## src/rtl/uart_pkg.sv

```systemverilog
`default_nettype none
// ============================================================================
// Module   : uart_pkg
// Summary  : ASCII constants, FSM encodings and nibble-to-hex helper shared
//            by the UART hex dump transmit path.
// Revision : 1.0 - initial release
// ============================================================================
package uart_pkg;

  localparam logic [7:0] c_cr      = 8'h0D;
  localparam logic [7:0] c_lf      = 8'h0A;
  localparam logic [7:0] c_space   = 8'h20;
  localparam logic [7:0] c_colon   = 8'h3A;
  localparam logic [7:0] c_ascii_0 = 8'h30;
  localparam logic [7:0] c_ascii_a = 8'h41;

  typedef enum logic [3:0] {
    ST_IDLE    = 4'd0,
    ST_PFX     = 4'd1,
    ST_RD_REQ  = 4'd2,
    ST_RD_WAIT = 4'd3,
    ST_HI      = 4'd4,
    ST_LO      = 4'd5,
    ST_SEP     = 4'd6,
    ST_CR      = 4'd7,
    ST_LF      = 4'd8,
    ST_FIN     = 4'd9
  } dump_state_t;

  typedef enum logic [1:0] {
    SND_IDLE  = 2'd0,
    SND_DV    = 2'd1,
    SND_GUARD = 2'd2,
    SND_WAIT  = 2'd3
  } snd_state_t;

  function automatic logic [7:0] hex_to_ascii(input logic [3:0] nib);
    if (nib < 4'd10) return c_ascii_0 + {4'h0, nib};
    else             return c_ascii_a + {4'h0, nib - 4'd10};
  endfunction

endpackage
`default_nettype wire

```

## src/rtl/uart_char_sender.sv

```systemverilog
`default_nettype none
// ============================================================================
// Module   : uart_char_sender
// Summary  : One-character send slot on the shared UART transmitter:
//            DV pulse, guard cycle, then wait for Active low and Done high.
// Revision : 1.0 - initial release
// ============================================================================
module uart_char_sender
  import uart_pkg::*;
(
  input  logic       clk,
  input  logic       rst_n,
  input  logic       char_valid,
  input  logic [7:0] char_byte,
  output logic       char_ready,
  output logic       o_Tx_DV,
  output logic [7:0] o_Tx_Byte,
  input  logic       i_Tx_Active,
  input  logic       i_Tx_Done
);

  snd_state_t r_state, w_state_nxt;
  logic [7:0] r_byte, w_byte_nxt;
  logic       w_tx_free;

  assign w_tx_free = !i_Tx_Active && i_Tx_Done;

  always_ff @(posedge clk or negedge rst_n) begin
    if (!rst_n) begin
      r_state <= SND_IDLE;
      r_byte  <= 8'h00;
    end else begin
      r_state <= w_state_nxt;
      r_byte  <= w_byte_nxt;
    end
  end

  // Ready may rise in the same cycle as the qualifying Done so the next DV
  // lands in the cycle right after it.
  always_comb begin
    w_state_nxt = r_state;
    w_byte_nxt  = r_byte;
    char_ready  = 1'b0;
    case (r_state)
      SND_IDLE: begin
        char_ready = 1'b1;
        if (char_valid) begin
          w_byte_nxt  = char_byte;
          w_state_nxt = SND_DV;
        end
      end
      SND_DV:    w_state_nxt = SND_GUARD;
      SND_GUARD: w_state_nxt = SND_WAIT;
      SND_WAIT: begin
        if (w_tx_free) begin
          char_ready = 1'b1;
          if (char_valid) begin
            w_byte_nxt  = char_byte;
            w_state_nxt = SND_DV;
          end else begin
            w_state_nxt = SND_IDLE;
          end
        end
      end
      default: w_state_nxt = SND_IDLE;
    endcase
  end

  assign o_Tx_DV   = (r_state == SND_DV);
  assign o_Tx_Byte = r_byte;

endmodule
`default_nettype wire

```

## src/rtl/uart_hex_dump_tx.sv

```systemverilog
`default_nettype none
// ============================================================================
// Module   : uart_hex_dump_tx
// Summary  : Reads a page-buffer byte range and prints it as ASCII hex lines
//            ("AAAA: xx xx ..\r\n") over the shared UART transmitter.
// Revision : 1.0 - initial release
// ============================================================================
module uart_hex_dump_tx
  import uart_pkg::*;
#(
  parameter int ADDR_W         = 16,
  parameter int BYTES_PER_LINE = 16,
  parameter int RD_LATENCY     = 1
) (
  input  logic              clk,
  input  logic              rst_n,
  input  logic              start,
  input  logic [ADDR_W-1:0] start_addr,
  input  logic [ADDR_W-1:0] byte_len,
  output logic              busy,
  output logic              done,
  output logic              buff_rden,
  output logic [ADDR_W-1:0] buff_rdaddr,
  input  logic [7:0]        buff_rddata,
  output logic              o_Tx_DV,
  output logic [7:0]        o_Tx_Byte,
  input  logic              i_Tx_Active,
  input  logic              i_Tx_Done
);

  localparam int               NDIG        = ADDR_W / 4;
  localparam int               PFX_W       = $clog2(NDIG + 2);
  localparam logic [PFX_W-1:0] c_pfx_colon = PFX_W'(NDIG);
  localparam logic [PFX_W-1:0] c_pfx_space = PFX_W'(NDIG + 1);
  localparam logic [7:0]       c_bpl       = 8'(BYTES_PER_LINE);
  localparam logic [1:0]       c_rd_lat    = 2'(RD_LATENCY);

  dump_state_t       r_state, w_state_nxt;
  logic [ADDR_W-1:0] r_addr, w_addr_nxt;
  logic [ADDR_W-1:0] r_remain, w_remain_nxt;
  logic [ADDR_W-1:0] r_pfx_sh, w_pfx_sh_nxt;
  logic [PFX_W-1:0]  r_pfx_idx, w_pfx_idx_nxt;
  logic [7:0]        r_line_left, w_line_left_nxt;
  logic [7:0]        r_data, w_data_nxt;
  logic [1:0]        r_wait_cnt, w_wait_cnt_nxt;
  logic              r_busy, w_busy_nxt;
  logic              r_done, w_done_nxt;
  logic              w_char_valid, w_char_ready;
  logic [7:0]        w_char_byte;

  uart_char_sender u_sender (
    .clk         (clk),
    .rst_n       (rst_n),
    .char_valid  (w_char_valid),
    .char_byte   (w_char_byte),
    .char_ready  (w_char_ready),
    .o_Tx_DV     (o_Tx_DV),
    .o_Tx_Byte   (o_Tx_Byte),
    .i_Tx_Active (i_Tx_Active),
    .i_Tx_Done   (i_Tx_Done)
  );

  always_ff @(posedge clk or negedge rst_n) begin
    if (!rst_n) begin
      r_state     <= ST_IDLE;
      r_addr      <= '0;
      r_remain    <= '0;
      r_pfx_sh    <= '0;
      r_pfx_idx   <= '0;
      r_line_left <= 8'h00;
      r_data      <= 8'h00;
      r_wait_cnt  <= 2'd0;
      r_busy      <= 1'b0;
      r_done      <= 1'b0;
    end else begin
      r_state     <= w_state_nxt;
      r_addr      <= w_addr_nxt;
      r_remain    <= w_remain_nxt;
      r_pfx_sh    <= w_pfx_sh_nxt;
      r_pfx_idx   <= w_pfx_idx_nxt;
      r_line_left <= w_line_left_nxt;
      r_data      <= w_data_nxt;
      r_wait_cnt  <= w_wait_cnt_nxt;
      r_busy      <= w_busy_nxt;
      r_done      <= w_done_nxt;
    end
  end

  always_comb begin
    w_state_nxt     = r_state;
    w_addr_nxt      = r_addr;
    w_remain_nxt    = r_remain;
    w_pfx_sh_nxt    = r_pfx_sh;
    w_pfx_idx_nxt   = r_pfx_idx;
    w_line_left_nxt = r_line_left;
    w_data_nxt      = r_data;
    w_wait_cnt_nxt  = r_wait_cnt;
    w_busy_nxt      = r_busy;
    w_done_nxt      = 1'b0;
    w_char_valid    = 1'b0;
    w_char_byte     = c_space;
    case (r_state)
      ST_IDLE: begin
        // A start landing on the done cycle must not retrigger.
        if (start && !r_done) begin
          w_addr_nxt      = start_addr;
          w_remain_nxt    = byte_len;
          w_pfx_sh_nxt    = start_addr;
          w_pfx_idx_nxt   = '0;
          w_line_left_nxt = c_bpl;
          w_busy_nxt      = 1'b1;
          w_state_nxt     = (byte_len != '0) ? ST_PFX : ST_FIN;
        end
      end
      ST_PFX: begin
        w_char_valid = 1'b1;
        if (r_pfx_idx < c_pfx_colon)       w_char_byte = hex_to_ascii(r_pfx_sh[ADDR_W-1 -: 4]);
        else if (r_pfx_idx == c_pfx_colon) w_char_byte = c_colon;
        else                               w_char_byte = c_space;
        if (w_char_ready) begin
          if (r_pfx_idx == c_pfx_space) begin
            w_state_nxt = ST_RD_REQ;
          end else begin
            w_pfx_idx_nxt = r_pfx_idx + 1'b1;
            w_pfx_sh_nxt  = r_pfx_sh << 4;
          end
        end
      end
      ST_RD_REQ: begin
        w_wait_cnt_nxt = 2'd1;
        w_state_nxt    = ST_RD_WAIT;
      end
      ST_RD_WAIT: begin
        if (r_wait_cnt == c_rd_lat) begin
          w_data_nxt      = buff_rddata;
          w_addr_nxt      = r_addr + 1'b1;
          w_remain_nxt    = r_remain - 1'b1;
          w_line_left_nxt = r_line_left - 8'd1;
          w_state_nxt     = ST_HI;
        end else begin
          w_wait_cnt_nxt = r_wait_cnt + 2'd1;
        end
      end
      ST_HI: begin
        w_char_valid = 1'b1;
        w_char_byte  = hex_to_ascii(r_data[7:4]);
        if (w_char_ready) w_state_nxt = ST_LO;
      end
      ST_LO: begin
        w_char_valid = 1'b1;
        w_char_byte  = hex_to_ascii(r_data[3:0]);
        if (w_char_ready)
          w_state_nxt = (r_remain == '0 || r_line_left == 8'd0) ? ST_CR : ST_SEP;
      end
      ST_SEP: begin
        w_char_valid = 1'b1;
        w_char_byte  = c_space;
        if (w_char_ready) w_state_nxt = ST_RD_REQ;
      end
      ST_CR: begin
        w_char_valid = 1'b1;
        w_char_byte  = c_cr;
        if (w_char_ready) w_state_nxt = ST_LF;
      end
      ST_LF: begin
        w_char_valid = 1'b1;
        w_char_byte  = c_lf;
        if (w_char_ready) begin
          if (r_remain != '0) begin
            w_pfx_idx_nxt   = '0;
            w_pfx_sh_nxt    = r_addr;
            w_line_left_nxt = c_bpl;
            w_state_nxt     = ST_PFX;
          end else begin
            w_state_nxt = ST_FIN;
          end
        end
      end
      ST_FIN: begin
        // Hold completion until the final LF has left the transmitter.
        if (w_char_ready) begin
          w_done_nxt  = 1'b1;
          w_busy_nxt  = 1'b0;
          w_state_nxt = ST_IDLE;
        end
      end
      default: w_state_nxt = ST_IDLE;
    endcase
  end

  assign busy        = r_busy;
  assign done        = r_done;
  assign buff_rden   = (r_state == ST_RD_REQ);
  assign buff_rdaddr = r_addr;

endmodule
`default_nettype wire
```

## config.mk

```make
export PLATFORM = sky130hd
export DESIGN_NAME = uart_hex_dump_tx
export DESIGN_NICKNAME = d
export VERILOG_FILES = /design/src/rtl/uart_pkg.sv /design/src/rtl/uart_char_sender.sv /design/src/rtl/uart_hex_dump_tx.sv
export SDC_FILE = /design/constraint.sdc
export NUM_CORES = 1
export LEC_CHECK = 0
export BUFFER_PORTS_ARGS = -buffer_cell sky130_fd_sc_hd__buf_2
export CAP_MARGIN = 20
export CORE_UTILIZATION = 30
export CTS_CLUSTER_DIAMETER = 30
export CTS_CLUSTER_SIZE = 25
export DETAILED_ROUTE_END_ITERATION = 8
export PLACE_DENSITY = 0.59
export SLEW_MARGIN = 10
export SYNTH_ARGS = -nofsm -noshare
export SYNTH_HDL_FRONTEND = slang
export SYNTH_SLANG_ARGS = --single-unit
```

## constraint.sdc

```tcl
create_clock -name clk -period 6.85 [get_ports clk]
set_clock_uncertainty 0.2 [all_clocks]
set_input_delay 0.3425 -clock clk [delete_from_list [all_inputs] [get_ports clk]]
set_output_delay 0.3425 -clock clk [all_outputs]
set_load 0.1 [all_outputs]
```

### After elaboration in Yosys (flattened, before gate mapping)

Cells that the tools add are included.

* input port bits: 45
* bits in registers: 85
* output and inout port bits: 28

* eq/ne operators: 30
* muxes and demuxes: 59
* add/sub/neg operators: 14
* reduce and logical (&&, ||, !) cells: 27
* magnitude comparators: 4

Operators with widths (number)
* $mux W16: 8
* $mux W8: 10
* $pmux W16 S2: 2
* $mux W4: 12
* $pmux W16 S3: 1
* $pmux W4 S10: 1
* $pmux W8 S5: 1
* $reduce_bool A16 Y1: 2
* $add A7 B4 Y8 const A: 3
* $pmux W8 S3: 1
* $add A6 B4 Y7 const A: 3
* $ne A2 B1 Y1 const B: 9
* $add A16 B1 Y16 const B: 1
* $eq A4 B3 Y1 const B: 4
* $logic_not A16 Y1: 1
* $pmux W8 S2: 1
* $sub A16 B1 Y16 const B: 1
* $mux W3: 5
* $lt A4 B4 Y1 const B: 3
* $ne A2 B2 Y1 const B: 6
* $sub A4 B4 Y4 const B: 3
* $reduce_and A10 Y1: 1
* $pmux W3 S3: 1
* $eq A4 B2 Y1 const B: 2
* 28 further kinds: 52

### Depth between registers and ports, before layout

Gate-level depths: netlist of the first run.

* depth in word-level cells: 8
* mapped depth: 10

### Hierarchy

A second synthesis of the first run with hierarchy kept.

* cell total of the unflattened synthesis: 628
* area, all modules: 5496.5 µm²

Modules (own cells, without submodules)
* uart_hex_dump_tx: sequential area each 1876.8 µm², instances 1, area each 4978.5 µm², cells an instance 589
* uart_char_sender: sequential area each 250.2 µm², instances 1, area each 518.0 µm², cells an instance 39

### Worst setup path after synthesis of the first run

No wires, ideal clock.

* path kind: register to output
* start: reg r_state[0]
* end: out buff_rden
* stages on the path, launching flop included: 5
* buffers on the path: 2
* data required time: 6.307 ns
* slack: 3.415 ns
* arrival time: 2.893 ns
* path through: dfrtp_1 > buf_2 > buf_1 > nand2b_1 > nor3_1

* cells in the longest elaborated chain, start to end: 1

RTL lines
* start, declared: RTL line uart_hex_dump_tx.sv:38 `dump_state_t r_state, w_state_nxt;`
* start signal, assigned: RTL line uart_hex_dump_tx.sv:76 `r_state <= w_state_nxt;`
* $eq A4 B2 Y1: RTL line uart_hex_dump_tx.sv:193 `assign buff_rden = (r_state == ST_RD_REQ);`
* end, declared: RTL line uart_hex_dump_tx.sv:22 `output logic buff_rden,`

Every way passes these cells.

### Worst setup path in the final report of the first run

* start: reg r_state[1]
* end: reg r_remain[11]

* cells in the longest elaborated chain, start to end: 3
* elaborated cells on any way between the ends: 7
* those cells by class: 3 x eq/ne; 1 x mux; 3 x reduce/logical

RTL lines
* $eq A4 B2 Y1 or $logic_not A4 Y1 (tied branches): RTL line uart_hex_dump_tx.sv:102 `case (r_state)`
* $ne A2 B2 Y1 (no line) or $reduce_bool A2 Y1 (tied branches)
* $reduce_and A3 Y1 (no line)
* end signal, assigned: RTL line uart_hex_dump_tx.sv:78 `r_remain <= w_remain_nxt;`
* end, declared: RTL line uart_hex_dump_tx.sv:40 `logic [ADDR_W-1:0] r_remain, w_remain_nxt;`

Several ways; a longest one is shown, not always the timed one.
A chain may end at the register's enable or synchronous reset.

==> metrics.txt, run 1 <==
RSZ-0062 raised after global routing false; dpl hpwl 10.05 mm; DRC Markers 0; CTS Root Cell clkbuf_16; net switching power 1.880 mW; Synth Area in Adders 4.862%; Post-Synthesis Cell Area 5404 um2; number of nets with antenna violations after routing 0; share of cells above drive strength 1 16.98%; register area share after synthesis 38.90%; number of global-route vias before repair 4520; critical setup path kind reg2reg; final setup violation count 0; initial drt markers 371; leading post-synthesis cells by cell area dfrtp_1 (39%), nand2_1 (6.0%), a21oi_1 (5.1%); Max-Cap Viols 0; crit start category flop; global-route wire length before repair 23.63 mm; diode count 0; starting density of the core 31.03%; Slew Limit Fails 0; commonest cells in the netlist nand2_1 (86), dfrtp_1 (84), a21oi_1 (55); post-synthesis compound-gate area fraction 23.87%; pwr dens 577.0 nW/um2; logic gate share of total power approximately 57%; worst-path cell chain nor4bb_4 -> buf_4 -> and2_1 -> o21a_1 -> o21ai_0 -> a22o_1; DIE AREA 18550 um2; Placement Cell Area approximately 5900 um2; area growth from synthesis to layout 17.11%; Row Count 48; CP peak stage delay 850 ps; Yosys cell types 65; final hold viol count 0; Synth Flop Type dfrtp_1; count leader, synth nand2_1; Yosys reg bits 84; largest family of logic cells by synthesized area compound AO/OA/AOI/OAI gates; Critical Path RT 6890 ps; Peak VDD IR 0.4322 mV; GRT Resource Usage Total 16.21%; fraction of power consumed by sequential logic 28.3%; Worst slew margin 33.64%; pin count of the biggest net entering global routing 55; min Tclk post-route between 3000 and 4000 ps; CP max FO 54; Final Power ~3.7 mW; DRT Pass-1 Iters 5; post-CTS setup buffer count 0; share of the synthesized area in the top cell type between 30% and 40%; Clock Power Share 15.0%; CTS Buf Count 9; Post-synth EDFFs 0; outcome completed; Int Power ~1.8 mW; core area 17420 um2; GPL Wtd Cong ~0.79; antenna violations before repair 0; Hold Path Stages 3; Worst Setup End Kind flop; die extent in x 136.2 um; final wirelength approximately 14 mm; Layout Nets roughly 760; clock sink count 84; xor-xnor portion of the synthesized cell area 1.297%; Vias/cell 5.293; Worst Tran Pin Value between 900 and 1000 ps; cell taking the most area after synthesis dfrtp_1; routed len/inst 15.58 um; mux share of post-synthesis cell area between 4 and 5%; cells after synthesis 635; grt ovf 0; cells on worst reg2reg path 6; critical path's slowest cell o21a_1; Leak between 2 and 3 nW; total number of yosys warnings 0; PortBufs just over 70; ratio of final minimum period to clock period 57.17%; total number of vias between 4000 and 5000; CTS Buffer Depth 2; simple-gate portion of the synthesized area between 20% and 30%; Switching Share roughly 51%; CTS H-tree depth 3; Ports 73; Post-Syn Nets 701; Worst-Skew Late Latency 350 ps; Hold WC Path Type in2reg; share of flip-flops with an asynchronous set or reset 100.0%; final instance area 6329 um2; WP data arrival 3960 ps; Avg Cell Area, Syn 8.510 um2; Fmax 255.4 MHz; Vert. Die Dim between 100 and 150 um; CTS tree yes; CTS clock-pin slew for the worst setup and hold paths 70 ps; setup TNS 0 ps
==> worst max-delay path, delay by kind of cell, from the launching register on <==
kind / cells / cell delay [ps]
DFF: 1 / 750
and+or+nand+nor: 2 / 1030
buffers and inverters: 1 / 480
AOI/OAI and AO/OA: 3 / 1330
==> power by group through the flow <==
stage	sequential (mW)	clock, mW	combinational [mW]
finish	1.03	0.548	2.07
floorplan	1.36	0	1.33
detailed placement	1.04	0	2.06
CTS	1.03	0.564	2.07
global route	1.08	0.577	2.27
global placement	1.04	0	2.04
==> metal layers <==
metal	up-vias	wire [um]	global-route usage (%)
met1	2294	6892	22.63
met4	0	118	4.012
met5	-	0	0
li1	2429	-	-
met3	11	738	3.057
met2	136	6583	25.61
==> final timing paths <==
kind	start	end	slack [ps]
setup / recovery	r_state[1]	r_remain[11]	2930
hold / removal	buff_rddata[6]	r_data[6]	20
setup reg to reg	r_state[1]	r_remain[11]	2930
hold reg to reg	u_sender.o_Tx_Byte[1]	u_sender.o_Tx_Byte[1]	290
max in group asynchronous	rst_n	r_state[1]	5130
min in group asynchronous	rst_n	r_pfx_sh[4]	280
==> metrics by stage <==
step	utilization [%]	instances	hold WS, ps	worst slack (ps)
3_5_place_dp	34.06	897	130.9	2917
2_1_floorplan	-	635	-153.1	3415
6_report	36.34	920	19.77	2934
3_3_place_gp	34.06	897	128.0	2949
5_1_grt	36.34	920	30.19	2535
4_1_cts	36.29	919	9.836	2934
==> what timing repair did <==
action	CTS	global route
hold buffers	6	0
endpoints found under the hold margin	39	0
gates resized for setup	0	0
==> placed cells by master (no fill, tap or decap), types with 15 or more instances in the layout <==
cell     count
nor3_1      18
a21oi_1     55
inv_1       31
nor2_1      47
o21ai_0     37
buf_2       70
nand2_1     86
ha_1        21
dfrtp_1     84
nor4_1      16
o22ai_1     15
==> area by class of cell <==
class,count,area (um2)
sequential,84,2102
inverter,31,116.4
clock inverter,3,68.82
clock buffer,13,260.3
multi-input combinational,479,3022
fill,1825,11090
tap,225,281.5
timing repair buffer,85,478.0
==> registers in the layout (all words and copies together) (netlist names) <==
name                cells
buff_rdaddr            16
r_pfx_sh               16
r_remain               16
r_data                  8
r_line_left             8
u_sender.o_Tx_Byte      7
r_state                 4
r_pfx_idx               3
r_wait_cnt              2
u_sender.r_state        2
busy                    1
done                    1
==> logic make-up after synthesis <==
kind of cell / Yosys count
other: 1
AOI/OAI and AO/OA: 199
and+or+nand+nor: 228
muxes: 22
buffers and inverters: 72
DFF: 84
xor gates and xnor gates: 8
adders and majority gates: 21
(Power assumes the default switching activity.)
==> run 2: changes to the inputs <==
clock period = 3.85 ns   (was 6.85 ns; I/O delays follow)
==> metrics.txt, run 2 (same netlist as run 1, synthesis figures left out) <==
share of cells above drive strength 1 17.03% (+0.055 points); net switching power 3.337 mW (+78%); CTS tree yes; Inst Count DP 903 (+0.67%); crit start category flop; Hold WC Path Type in2reg; total number of vias 4971 (+2.1%); CP max FO 20 (-63%); Int Power 3.178 mW (+79%); Final Power 6.516 mW (+78%); Worst Path Buf+Inv 2 (+1); clock sink count 84 (unchanged); most common cell after layout, fill and taps aside nand2_1; critical path's slowest cell o21a_1; filler cell count 1828 (+0.16%); pin count of the biggest net entering global routing 62 (+13%); final hold viol count 0 (unchanged); dpl hpwl 10.06 mm (+0.13%); Max-Cap Viols 0 (unchanged); GRT Resource Usage Total 16.17% (-0.048 points); Slew Limit Fails 0 (unchanged); starting density of the core 31.03% (unchanged); RSZ-0062 raised after global routing false; R2R setup slack 830 ps (-2100 ps); Crit path depth 7 (+1); routed len/inst 15.10 um (-3.0%); PortBufs 71 (unchanged); Vert. Die Dim 136.2 um (unchanged); ratio of final minimum period to clock period 78.42% (+21 points); Clock Power Share 14.8% (-0.2 points); antenna violations before repair 0 (unchanged); CP peak stage delay 770 ps (-80 ps); metal2 WL 6.732 mm (+2.3%); final wirelength 14.40 mm (+0.44%); CTS Buffer Depth 2 (unchanged); min Tclk post-route 3019 ps (-896.7 ps); Worst Setup End Kind flop; die extent in x 136.2 um (unchanged); DIE AREA 18550 um2 (unchanged); DRT Pass-1 Iters 5 (unchanged); diode count 0 (unchanged); Ports 73 (unchanged); final setup violation count 0 (unchanged); Critical Path End r_remain[11]; area growth from synthesis to layout 22.92%; CP Launch Point r_state[2]; Worst R2R Start r_state[2]; Row Count 48 (unchanged); worst-path cell chain nor4_2 -> buf_4 -> o21ai_0 -> o21a_1 -> buf_4 -> o21ai_0 -> a22o_1; WP data arrival 3050 ps (-910 ps); Min Hold Slack 10.64 ps (-9.130 ps); core area 17420 um2 (unchanged); Non-Filler Instances 953 (+3.6%); cells on worst reg2reg path 7 (+1); most frequent cells in the layout nand2_1 (86), dfrtp_1 (84), buf_2 (70); CTS Buf Count 9 (unchanged); CTS H-tree depth 3 (unchanged); Fmax 331.2 MHz (+30%); global-route wire length before repair 23.64 mm (about the same); Leak 2.913 nW (+5.1%); cell family with most CP delay compound AO/OA/AOI/OAI gates; Switching Share 51.22% (-0.26 points); Vias/cell 5.216 (-1.5%); FF-to-FF End r_remain[11]; grt ovf 0 (unchanged); fraction of power consumed by sequential logic 28.2% (about the same); met3 wire len 564 um (-24%); Critical Path RT 3880 ps (-3010 ps); highest metal used met4; number of global-route vias before repair 4685 (+3.7%); Peak VDD IR 0.7790 mV (+80%); number of nets with antenna violations after routing 0 (unchanged); Layout Nets 789 (+4.4%); pwr dens 980.9 nW/um2 (+70%); Worst-Skew Late Latency 350 ps (about the same); GPL Wtd Cong 0.8051 (+2.1%); initial drt markers 396 (+6.7%); Metal-1 WL 6.935 mm (+0.62%); logic gate share of total power 57.0% (+0.3 points); hold path startpoint byte_len[6]; DRC Markers 0 (unchanged); Worst slew margin 33.16% (-0.49 points); Worst Tran Pin Value 993.5 ps (-1.878 ps); setup TNS 0 ps (unchanged); CTS Root Cell clkbuf_16; critical setup path kind reg2reg; CTS clock-pin slew for the worst setup and hold paths 60 ps (about the same); outcome completed
run 2: worst min-delay path by stage:
stage                                end  slack, ps  cells past startpoint
final                        r_remain[6]         10                      3
after global routing         r_remain[6]         10                      3
after detailed placement  buff_rdaddr[7]        140                      1
after floorplan           buff_rdaddr[0]       -300                      0
after CTS                    r_remain[6]          5                      3
after global placement    buff_rdaddr[7]        130                      1
run 2: worst min-delay path: cells and delay by family:
kind	cells	cell delay [ps]
buf+inv	1	100
compound gates	2	210
run 2: power by group through the flow:
stage                     logic, mW  registers, mW  clock network [mW]
after floorplan                2.36           2.42                   0
after global placement         3.66           1.84                   0
after detailed placement       3.70           1.84                   0
after CTS                      3.73           1.83               0.987
after global routing           4.08           1.91                1.02
final                          3.71           1.84               0.964
run 2: layout make-up:
class / count / area [um2] / share of cell area, %
Clock inverter: 5 / 82.58 / 1.243
Timing Repair Buffer: 118 / 795.8 / 11.98
Clock buffer: 11 / 242.7 / 3.654
Tap cell: 225 / 281.5 / 4.238
Sequential cell: 84 / 2102 / 31.64
Multi-Input combinational cell: 479 / 3022 / 45.49
Inverter: 31 / 116.4 / 1.752
run 2: stage by stage:
stage                     setup WS (ps)  utilization, %  instance area, um2
after floorplan                   565.0               -                5404
after global placement            866.5           34.32                5977
after detailed placement          830.4           34.32                5977
after CTS                         809.8           38.14                6643
after global routing              618.7           38.14                6643
final                             830.9           38.14                6643
run 2: metal layers:
layer	track usage (%)	vias to the layer above
li1	-	2491
met4	4.506	0
met1	21.60	2354
met3	3.132	12
met5	0	-
met2	26.40	114
run 2: repair_timing:
action,in CTS,in global routing
hold buffers,34,0
endpoints found under the setup margin,0,0
gates resized for setup,0,0
hold endpoints to repair,94,0
buffers inserted,0,0
